==> src/rtl/pq_pkg.sv <==
// Shared types for the priority-queue arbiter: key/value record, arbiter FSM states,
// statistics counter width.
package pq_pkg;

    localparam int unsigned KEY_W      = 16;
    localparam int unsigned VAL_W      = 16;
    localparam int unsigned ARB_STAT_W = 16;

    typedef struct packed {
        logic [KEY_W-1:0] key;
        logic [VAL_W-1:0] value;
    } kv_t;

    typedef enum logic [1:0] {
        IDLE,
        ISSUE,
        WAIT,
        DONE
    } arb_state_t;

endpackage

==> src/rtl/rr_pick.sv <==
// Combinational round-robin selector: first pending index at or after ptr, wrapping.
module rr_pick #(
    parameter int unsigned NCLIENT = 4,
    parameter int unsigned IDW     = (NCLIENT > 1) ? $clog2(NCLIENT) : 1
) (
    input  logic [NCLIENT-1:0] pending,
    input  logic [IDW-1:0]     ptr,
    output logic [NCLIENT-1:0] grant,
    output logic [IDW-1:0]     id,
    output logic               any
);

    always_comb begin : pick
        int unsigned idx;
        grant = '0;
        id    = '0;
        any   = 1'b0;
        idx   = 0;
        for (int unsigned k = 0; k < NCLIENT; k++) begin
            idx = (32'(ptr) + k) % NCLIENT;
            if (!any && pending[idx]) begin
                any        = 1'b1;
                grant[idx] = 1'b1;
                id         = IDW'(idx);
            end
        end
    end

endmodule

==> src/rtl/pq_arb.sv <==
// Round-robin arbiter sharing one priority queue between NCLIENT requesters.
// Optional per-client statistics counters when PQ_ARB_STATS_EN is defined.
module pq_arb
    import pq_pkg::*;
#(
    parameter int unsigned NCLIENT = 4,
    parameter int unsigned KW      = KEY_W,
    parameter int unsigned VW      = VAL_W
) (
    input  logic                       clk,
    input  logic                       rst_n,
    input  logic [NCLIENT-1:0]         req_enq,
    input  logic [NCLIENT-1:0]         req_deq,
    input  logic [NCLIENT*(KW+VW)-1:0] req_kv,
    output logic [NCLIENT-1:0]         gnt,
    output logic                       rsp_err,
    output logic [KW+VW-1:0]           rsp_kv,
    output logic                       pq_enq,
    output logic                       pq_deq,
    output logic [KW+VW-1:0]           pq_kvi_in,
    input  logic [KW+VW-1:0]           pq_kvi_out,
    input  logic                       pq_full,
    input  logic                       pq_empty,
    input  logic                       pq_busy
`ifdef PQ_ARB_STATS_EN
    ,
    output logic [NCLIENT*ARB_STAT_W-1:0] grant_cnt,
    output logic [ARB_STAT_W-1:0]         err_cnt
`endif
);

    localparam int unsigned KVW = KW + VW;
    localparam int unsigned IDW = (NCLIENT > 1) ? $clog2(NCLIENT) : 1;

    arb_state_t          state, state_nxt;
    logic [IDW-1:0]      rr_ptr, id_q, pick_id;
    logic [NCLIENT-1:0]  pending, pick_oh, gnt_nxt;
    logic                pick_any, sel, sel_deq, sel_refuse;
    logic                err_q, enq_nxt, deq_nxt, err_nxt, done_nxt;

    assign pending = req_enq | req_deq;

    rr_pick #(
        .NCLIENT(NCLIENT),
        .IDW    (IDW)
    ) u_pick (
        .pending(pending),
        .ptr    (rr_ptr),
        .grant  (pick_oh),
        .id     (pick_id),
        .any    (pick_any)
    );

    assign sel_deq    = |(req_deq & pick_oh);
    assign sel_refuse = sel_deq ? pq_empty : pq_full;

    always_ff @(posedge clk or negedge rst_n) begin
        if (!rst_n) state <= IDLE;
        else        state <= state_nxt;
    end

    // Full/empty is resolved in the selecting cycle so the ISSUE strobe can come
    // straight from a flop; only this arbiter changes the queue in between.
    always_comb begin
        state_nxt = state;
        sel       = 1'b0;
        enq_nxt   = 1'b0;
        deq_nxt   = 1'b0;
        case (state)
            IDLE: begin
                if (pick_any && !pq_busy) begin
                    state_nxt = ISSUE;
                    sel       = 1'b1;
                    enq_nxt   = !sel_deq && !pq_full;
                    deq_nxt   = sel_deq && !pq_empty;
                end
            end
            ISSUE:   state_nxt = err_q ? DONE : WAIT;
            WAIT:    if (!pq_busy) state_nxt = DONE;
            DONE:    state_nxt = IDLE;
            default: state_nxt = IDLE;
        endcase
        done_nxt = (state_nxt == DONE) && (state != DONE);
        gnt_nxt  = done_nxt ? (NCLIENT'(1) << id_q) : '0;
        err_nxt  = done_nxt && err_q;
    end

    always_ff @(posedge clk or negedge rst_n) begin
        if (!rst_n) begin
            rr_ptr    <= '0;
            id_q      <= '0;
            err_q     <= 1'b0;
            pq_enq    <= 1'b0;
            pq_deq    <= 1'b0;
            pq_kvi_in <= '0;
            rsp_kv    <= '0;
            gnt       <= '0;
            rsp_err   <= 1'b0;
        end else begin
            pq_enq  <= enq_nxt;
            pq_deq  <= deq_nxt;
            gnt     <= gnt_nxt;
            rsp_err <= err_nxt;
            if (sel) begin
                id_q      <= pick_id;
                err_q     <= sel_refuse;
                pq_kvi_in <= req_kv[int'(pick_id)*KVW +: KVW];
            end
            if (pq_deq) rsp_kv <= pq_kvi_out;
            if (state == DONE) begin
                rr_ptr <= (id_q == IDW'(NCLIENT-1)) ? '0 : id_q + 1'b1;
                err_q  <= 1'b0;
            end
        end
    end

`ifdef PQ_ARB_STATS_EN
    always_ff @(posedge clk or negedge rst_n) begin
        if (!rst_n) begin
            grant_cnt <= '0;
            err_cnt   <= '0;
        end else if (state == DONE) begin
            if (err_q) begin
                if (err_cnt != '1) err_cnt <= err_cnt + 1'b1;
            end else begin
                for (int unsigned i = 0; i < NCLIENT; i++) begin
                    if (id_q == IDW'(i) && grant_cnt[i*ARB_STAT_W +: ARB_STAT_W] != '1)
                        grant_cnt[i*ARB_STAT_W +: ARB_STAT_W] <=
                            grant_cnt[i*ARB_STAT_W +: ARB_STAT_W] + 1'b1;
                end
            end
        end
    end
`endif

endmodule

==> config.mk <==
export PLATFORM = sky130hd
export DESIGN_NAME = pq_arb
export DESIGN_NICKNAME = d
export VERILOG_FILES = /design/src/rtl/pq_pkg.sv /design/src/rtl/rr_pick.sv /design/src/rtl/pq_arb.sv
export SDC_FILE = /design/constraint.sdc
export NUM_CORES = 1
export LEC_CHECK = 0
export CORE_MARGIN = 1
export CORE_UTILIZATION = 36
export CTS_CLUSTER_DIAMETER = 120
export DETAILED_ROUTE_END_ITERATION = 8
export PLACE_DENSITY = 0.9
export RECOVER_POWER = 25
export REMOVE_ABC_BUFFERS = 1
export SYNTH_ARGS = -nofsm -noshare
export SYNTH_HDL_FRONTEND = slang
export SYNTH_SLANG_ARGS = --single-unit
==> constraint.sdc <==
create_clock -name clk -period 2.8 [get_ports clk]
set_input_delay 0.28 -clock clk [delete_from_list [all_inputs] [get_ports clk]]
set_output_delay 0.28 -clock clk [all_outputs]
set_load 0.01 [all_outputs]
== Yosys cells after proc, flatten, opt, wreduce, memory -nomap -nowiden ==
Cells that the tools add are included.

* Input port bits: 173
* Flip-flop bits (word level): 78
* Word-level logic and storage cells: 100
* Output and inout bits: 71

* Add/subtract/negate cells: 4
* Equality and inequality tests: 6
* Order comparisons: 8
* Reductions and logical operators: 22
* Shift-type cells: 2
* Bitwise operators: 5
* Multiplexer cells: 43

{| class="wikitable"
|+ Operators by type and width
! kind !! count
|-
| $shiftx A128 B8 Y32 || 1
|-
| $mux W1 || 22
|-
| $mux W4 || 5
|-
| $or A4 B4 Y4 || 4
|-
| $mux W2 || 7
|-
| $logic_and A1 B1 Y1 || 12
|-
| $lt A2 B3 Y1 const B || 4
|-
| $bmux W1 S2 || 4
|-
| $demux W1 S2 || 4
|-
| $eq A2 B2 Y1 const B || 4
|-
| $ge A2 B1 Y1 const B || 4
|-
| $pmux W2 S4 || 1
|-
| $logic_not A1 Y1 || 7
|-
| $add A2 B1 Y2 const B || 2
|-
| $add A2 B2 Y2 const B || 2
|-
| $and A4 B4 Y4 || 1
|-
| $reduce_or A4 Y1 || 1
|-
| $shl A1 B2 Y4 const A || 1
|-
| $eq A2 B1 Y1 const B || 1
|-
| $logic_not A2 Y1 || 1
|-
| $ne A2 B2 Y1 const B || 1
|-
| $reduce_bool A2 Y1 || 1
|}

== Depth between registers and ports, before layout ==
* Word-level depth: 19
* Mapped depth: 10
* Gate-level depth less buffers: 9

== Hierarchy ==
A second synthesis with hierarchy kept.

* Cell total of the unflattened synthesis: 283
* Area, all modules: 4307.9 µm²

{| class="wikitable"
|+ By module, submodules not included
! module !! cells each !! area an instance (µm²) !! seq. area each (µm²) !! times used
|-
| pq_arb || 238 || 3888.7 || 1951.9 || 1
|-
| rr_pick || 45 || 419.2 || 0.0 || 1
|}

== Worst setup path after synthesis ==
Ideal clock, no wire load.

* Path type: register to register
* From: register rr_ptr[0]
* To: register pq_kvi_in[21]
* Data arrival time: 2670 ps
* Cell stages (with the launch flop): 11
* Slack: 4 ps
* Data required time: 2674 ps
* Clock period less this slack: 2796 ps
* Path buffers: 1
* Cell sequence: dfrtp_1 inv_1 ha_1 or4b_2 a32oi_1 a211oi_2 o211ai_1 nor3_2 buf_6 o2bb2ai_1 a221o_1

* Word-level cells in the longest chain between the ends: 15

{| class="wikitable"
|+ Ends and longest elaborated chain
! element !! RTL line !! text
|-
| start: declaration || pq_arb.sv:36 || <nowiki>logic [IDW-1:0] rr_ptr, id_q, pick_id;</nowiki>
|-
| start signal: assignment || pq_arb.sv:111 || <nowiki>rr_ptr <= (id_q == IDW'(NCLIENT-1)) ? '0 : id_q + 1'b1;</nowiki>
|-
| branches (longest 15 deep; another with $add A2 B1 Y2) || - ||
|-
| end signal: assignment || pq_arb.sv:107 || <nowiki>pq_kvi_in <= req_kv[int'(pick_id)*KVW +: KVW];</nowiki>
|-
| end: declaration || pq_arb.sv:20 || <nowiki>output logic [KW+VW-1:0] pq_kvi_in,</nowiki>
|}

Several ways; the timed one is not identified. The select of a mux whose other input is x is not followed.
A chain may end at the register's enable or synchronous reset.

== Worst setup path after layout ==
* From: register rr_ptr[1]
* To: register pq_kvi_in[19]

The elaborated chain is that of the path after synthesis.

==> reports/qor.txt <==
Status = finished with violations
Violated checks = max-capacitance violations, max-slew violations
Post-synthesis sequential area ratio = 0.434
CTS H-tree lvls = 3
Worst Reg-to-Reg Cells = 10
Synth area leaders = dfrtp_1 43%, mux2_2 9.0%, mux2_4 5.3%, a221o_1 4.5%, ha_1 4.5%
Main synth FF type = dfrtp_1
Hold Crit Class = in -> async
Antenna fix cells = 0
Leak = 3.18 nW
Syn. warnings = 0
Number of synthesized flops with an enable pin = 0
Yosys top cell area share = 0.434
Initial antenna violation count = 0
Buffers on Ports = 243
PwrDens = 1000 nW/um^2
Final Slew Violations = 79
Setup WS pre-CTS = -0.180 ns
Die height = 114 um
Die Wd = 114 um
Final worst-path cycle share = 0.968
Clk buf depth = 2
Synth area leader = dfrtp_1
Post-Synthesis Cells = 376
DR iter-0 viols = 205
DIE AREA = 12900 um^2
CTS root buffer = clkbuf_16
Fin crit period = 2.71 ns
Relative slew slack = -0.292
Post-DP HPWL = 11800 um
Mapped cell area = 4500 um^2
Distinct cells, synth = 56
First-pass GRT wire length = 23500 um
Clk_lat worst skew = 0.33 ns
Worst Path Buf+Inv = 3
Max incr delay on CP = 0.51 ns
Yosys reg bits = 78
Switch Pwr = 0.00284 W
Critical path's slowest cell = mux4_2
CP Capture Type = register
Drt pass-1 iters = 4
Vias per cell = 5.30
CP Data Arrival Time = 2.91 ns
Pwr Total = 0.00777 W
Ports = 244
DR DRC count = 0
Final worst slack = 0.0909 ns
Critical Path RT = 3.00 ns
CORE AREA = 12100 um^2
Final nets = 842
Peak VDD IR = 481 uV
Site Rows = 40
Max_cap viols = 1
Actual slew at the worst max-slew pin = 1.94 ns
Clk_skew = 0.00506 ns
Clock Sinks = 78
Ys async rst share = 1.00
CTS Buf Count = 9
Largest net degree at the start of global routing = 79
Clock power frac = 0.138
Register share of total power = 0.252
GP Congestion = 0.871
Routed len/inst = 18.4 um
Via count = 4364
Share of layout cells above drive strength 1 = 0.218
Syn avg cell area = 12.0 um^2
Internal power = 0.00493 W
All-Layer GR Usage = 0.235
ANT nets after route = 0
Clk slew on worst S/H paths = 0.06 ns
Crit Path Class = reg -> reg
Vias in the first global route = 4579
Logic pwr share = 0.610
Final setup fails = 0
CP top delay family = multiplexers
CTS tree = done
R2r startpoint = rr_ptr[1]$_DFFE_PN0N_
Filler instances = 940
Critical path's most frequent cell = buf_4
Grt ovf = 0
Flop2flop setup slack = 0.09 ns
WP depth = 10
Switch share = 0.365
CP Launch Type = register
FF-to-FF End = pq_kvi_in[19]$_DFFE_PN0P_
Drt total wl = 15100 um
Final Hold Viols = 0
Crit path cell chain = inv_2 > ha_4 > buf_4 > mux4_2 > o21a_2 > o21ai_4 > nand2_4 > buf_4 > mux2_4 > a221o_1
Crit path max fanout = 4
P&R area growth vs syn = 72.3%
Starting Density = 0.371
Max Freq = 369 MHz
-- per-stage QoR --
stage	util	hold slack, ns	cells	area, um^2	setup TNS, ns
2_1_floorplan	-	-0.0156	348	4300	-63.19
3_3_place_gp	0.612	0.481	809	7420	-1.88
3_5_place_dp	0.612	0.495	809	7420	-4.47
4_1_cts	0.635	0.150	823	7690	0
5_1_grt	0.640	0.520	824	7750	-0.00899
6_report	0.640	0.497	824	7750	0
-- how the worst max path moves through the flow --
stage                                     start                         to
after floorplan           rr_ptr[0]$_DFFE_PN0N_   pq_kvi_in[5]$_DFFE_PN0P_
after detailed placement             req_deq[3]   pq_kvi_in[0]$_DFFE_PN0P_
after global routing      rr_ptr[1]$_DFFE_PN0N_   pq_kvi_in[8]$_DFFE_PN0P_
final                     rr_ptr[1]$_DFFE_PN0N_  pq_kvi_in[19]$_DFFE_PN0P_
after CTS                 rr_ptr[1]$_DFFE_PN0N_   pq_kvi_in[4]$_DFFE_PN0P_
after global placement               req_deq[3]   pq_kvi_in[4]$_DFFE_PN0P_
-- final cells by class --
type / count / area, um^2 / share of cell area
Multi-Input combinational cell: 264 / 2400 / 0.310
Clock buffer: 11 / 253 / 0.0326
Tap cell: 168 / 210 / 0.0271
Sequential cell: 78 / 1950 / 0.252
Inverter: 6 / 22.5 / 0.00291
Timing Repair Buffer: 294 / 2880 / 0.372
Clock inverter: 3 / 21.3 / 0.00275
-- routing by layer --
layer  global-route usage  wire length, um  share of wire
met5                    0                0              0
met3               0.0531             1060          0.070
met1                0.267             6080           0.40
met2                0.430             7730           0.51
met4               0.0825              248          0.016
-- synthesized netlist by cell type, types with 7 or more instances --
library cell   n
dfrtp_1       78
mux2_2        36
nand3_1       32
a221o_1       20
o2bb2ai_1     20
ha_1          16
mux2_4        16
nor2_1        12
a32oi_1       11
mux2i_1       11
o211ai_1      10
clkbuf_1       9
buf_2          7
o21ai_0        7
-- power by group through the flow --
stage | Clock (W) | Sequential (W) | Combinational [W]
2_1_floorplan | 0 | 0.00219 | 0.00200
3_3_place_gp | 0 | 0.00193 | 0.00452
3_5_place_dp | 0 | 0.00197 | 0.00467
4_1_cts | 0.00110 | 0.00196 | 0.00469
5_1_grt | 0.00114 | 0.00202 | 0.00508
6_report | 0.00107 | 0.00196 | 0.00474
-- cells in the final DEF (no fill, tap or decap), drive strengths merged, types with 2 or more instances in the layout --
cell / netlist / routed
dfrtp: 78 / 78
o21a: 4 / 4
a221o: 21 / 21
or2: 4 / 4
nor3: 6 / 6
nand2b: 2 / 2
a211oi: 3 / 3
o211ai: 11 / 11
nor2b: 2 / 2
a22o: 2 / 2
mux2i: 11 / 11
inv: 6 / 6
ha: 16 / 16
a211o: 2 / 2
clkinv: 0 / 2
mux2: 52 / 52
mux4: 3 / 3
a22oi: 4 / 4
a32oi: 11 / 11
o21bai: 2 / 2
a32o: 2 / 2
nor3b: 2 / 2
clkdlybuf4s50: 0 / 242
o21ai: 10 / 10
nand3: 32 / 32
and2: 7 / 7
buf: 19 / 51
clkbuf: 9 / 12
nand2: 8 / 8
nor2: 12 / 12
a21oi: 6 / 6
o2bb2ai: 20 / 20
-- sequential cells by signal, indices dropped and copies added (netlist names) --
| name | cells |
|---|---|
| err_q | 1 |
| rsp_kv | 32 |
| pq_enq | 1 |
| rsp_err | 1 |
| state | 2 |
| rr_ptr | 2 |
| pq_kvi_in | 32 |
| gnt | 4 |
| id_q | 2 |
| pq_deq | 1 |
-- worst reg2reg max path: stages, from the launching register on --
cell     delay [ns]
dfrtp_1        0.37
inv_2          0.06
ha_4           0.27
buf_4          0.13
mux4_2         0.51
o21a_2         0.17
o21ai_4        0.16
nand2_4        0.12
buf_4          0.17
mux2_4         0.30
a221o_1        0.33
-- logic make-up after synthesis --
kind of cell / synth area share
AOI/OAI and AO/OA: 0.193
and+or+nand+nor: 0.0974
DFF: 0.434
muxes: 0.183
buffers and inverters: 0.0479
adders and majority gates: 0.0445
-- timing repair --
action | 4_1_cts | 5_1_grt
buffers inserted | 0 | 1
gates resized for setup | 0 | 10
setup endpoints to repair | 0 | 23
hold buffers | 0 | 0
(Power assumes the default switching activity.)
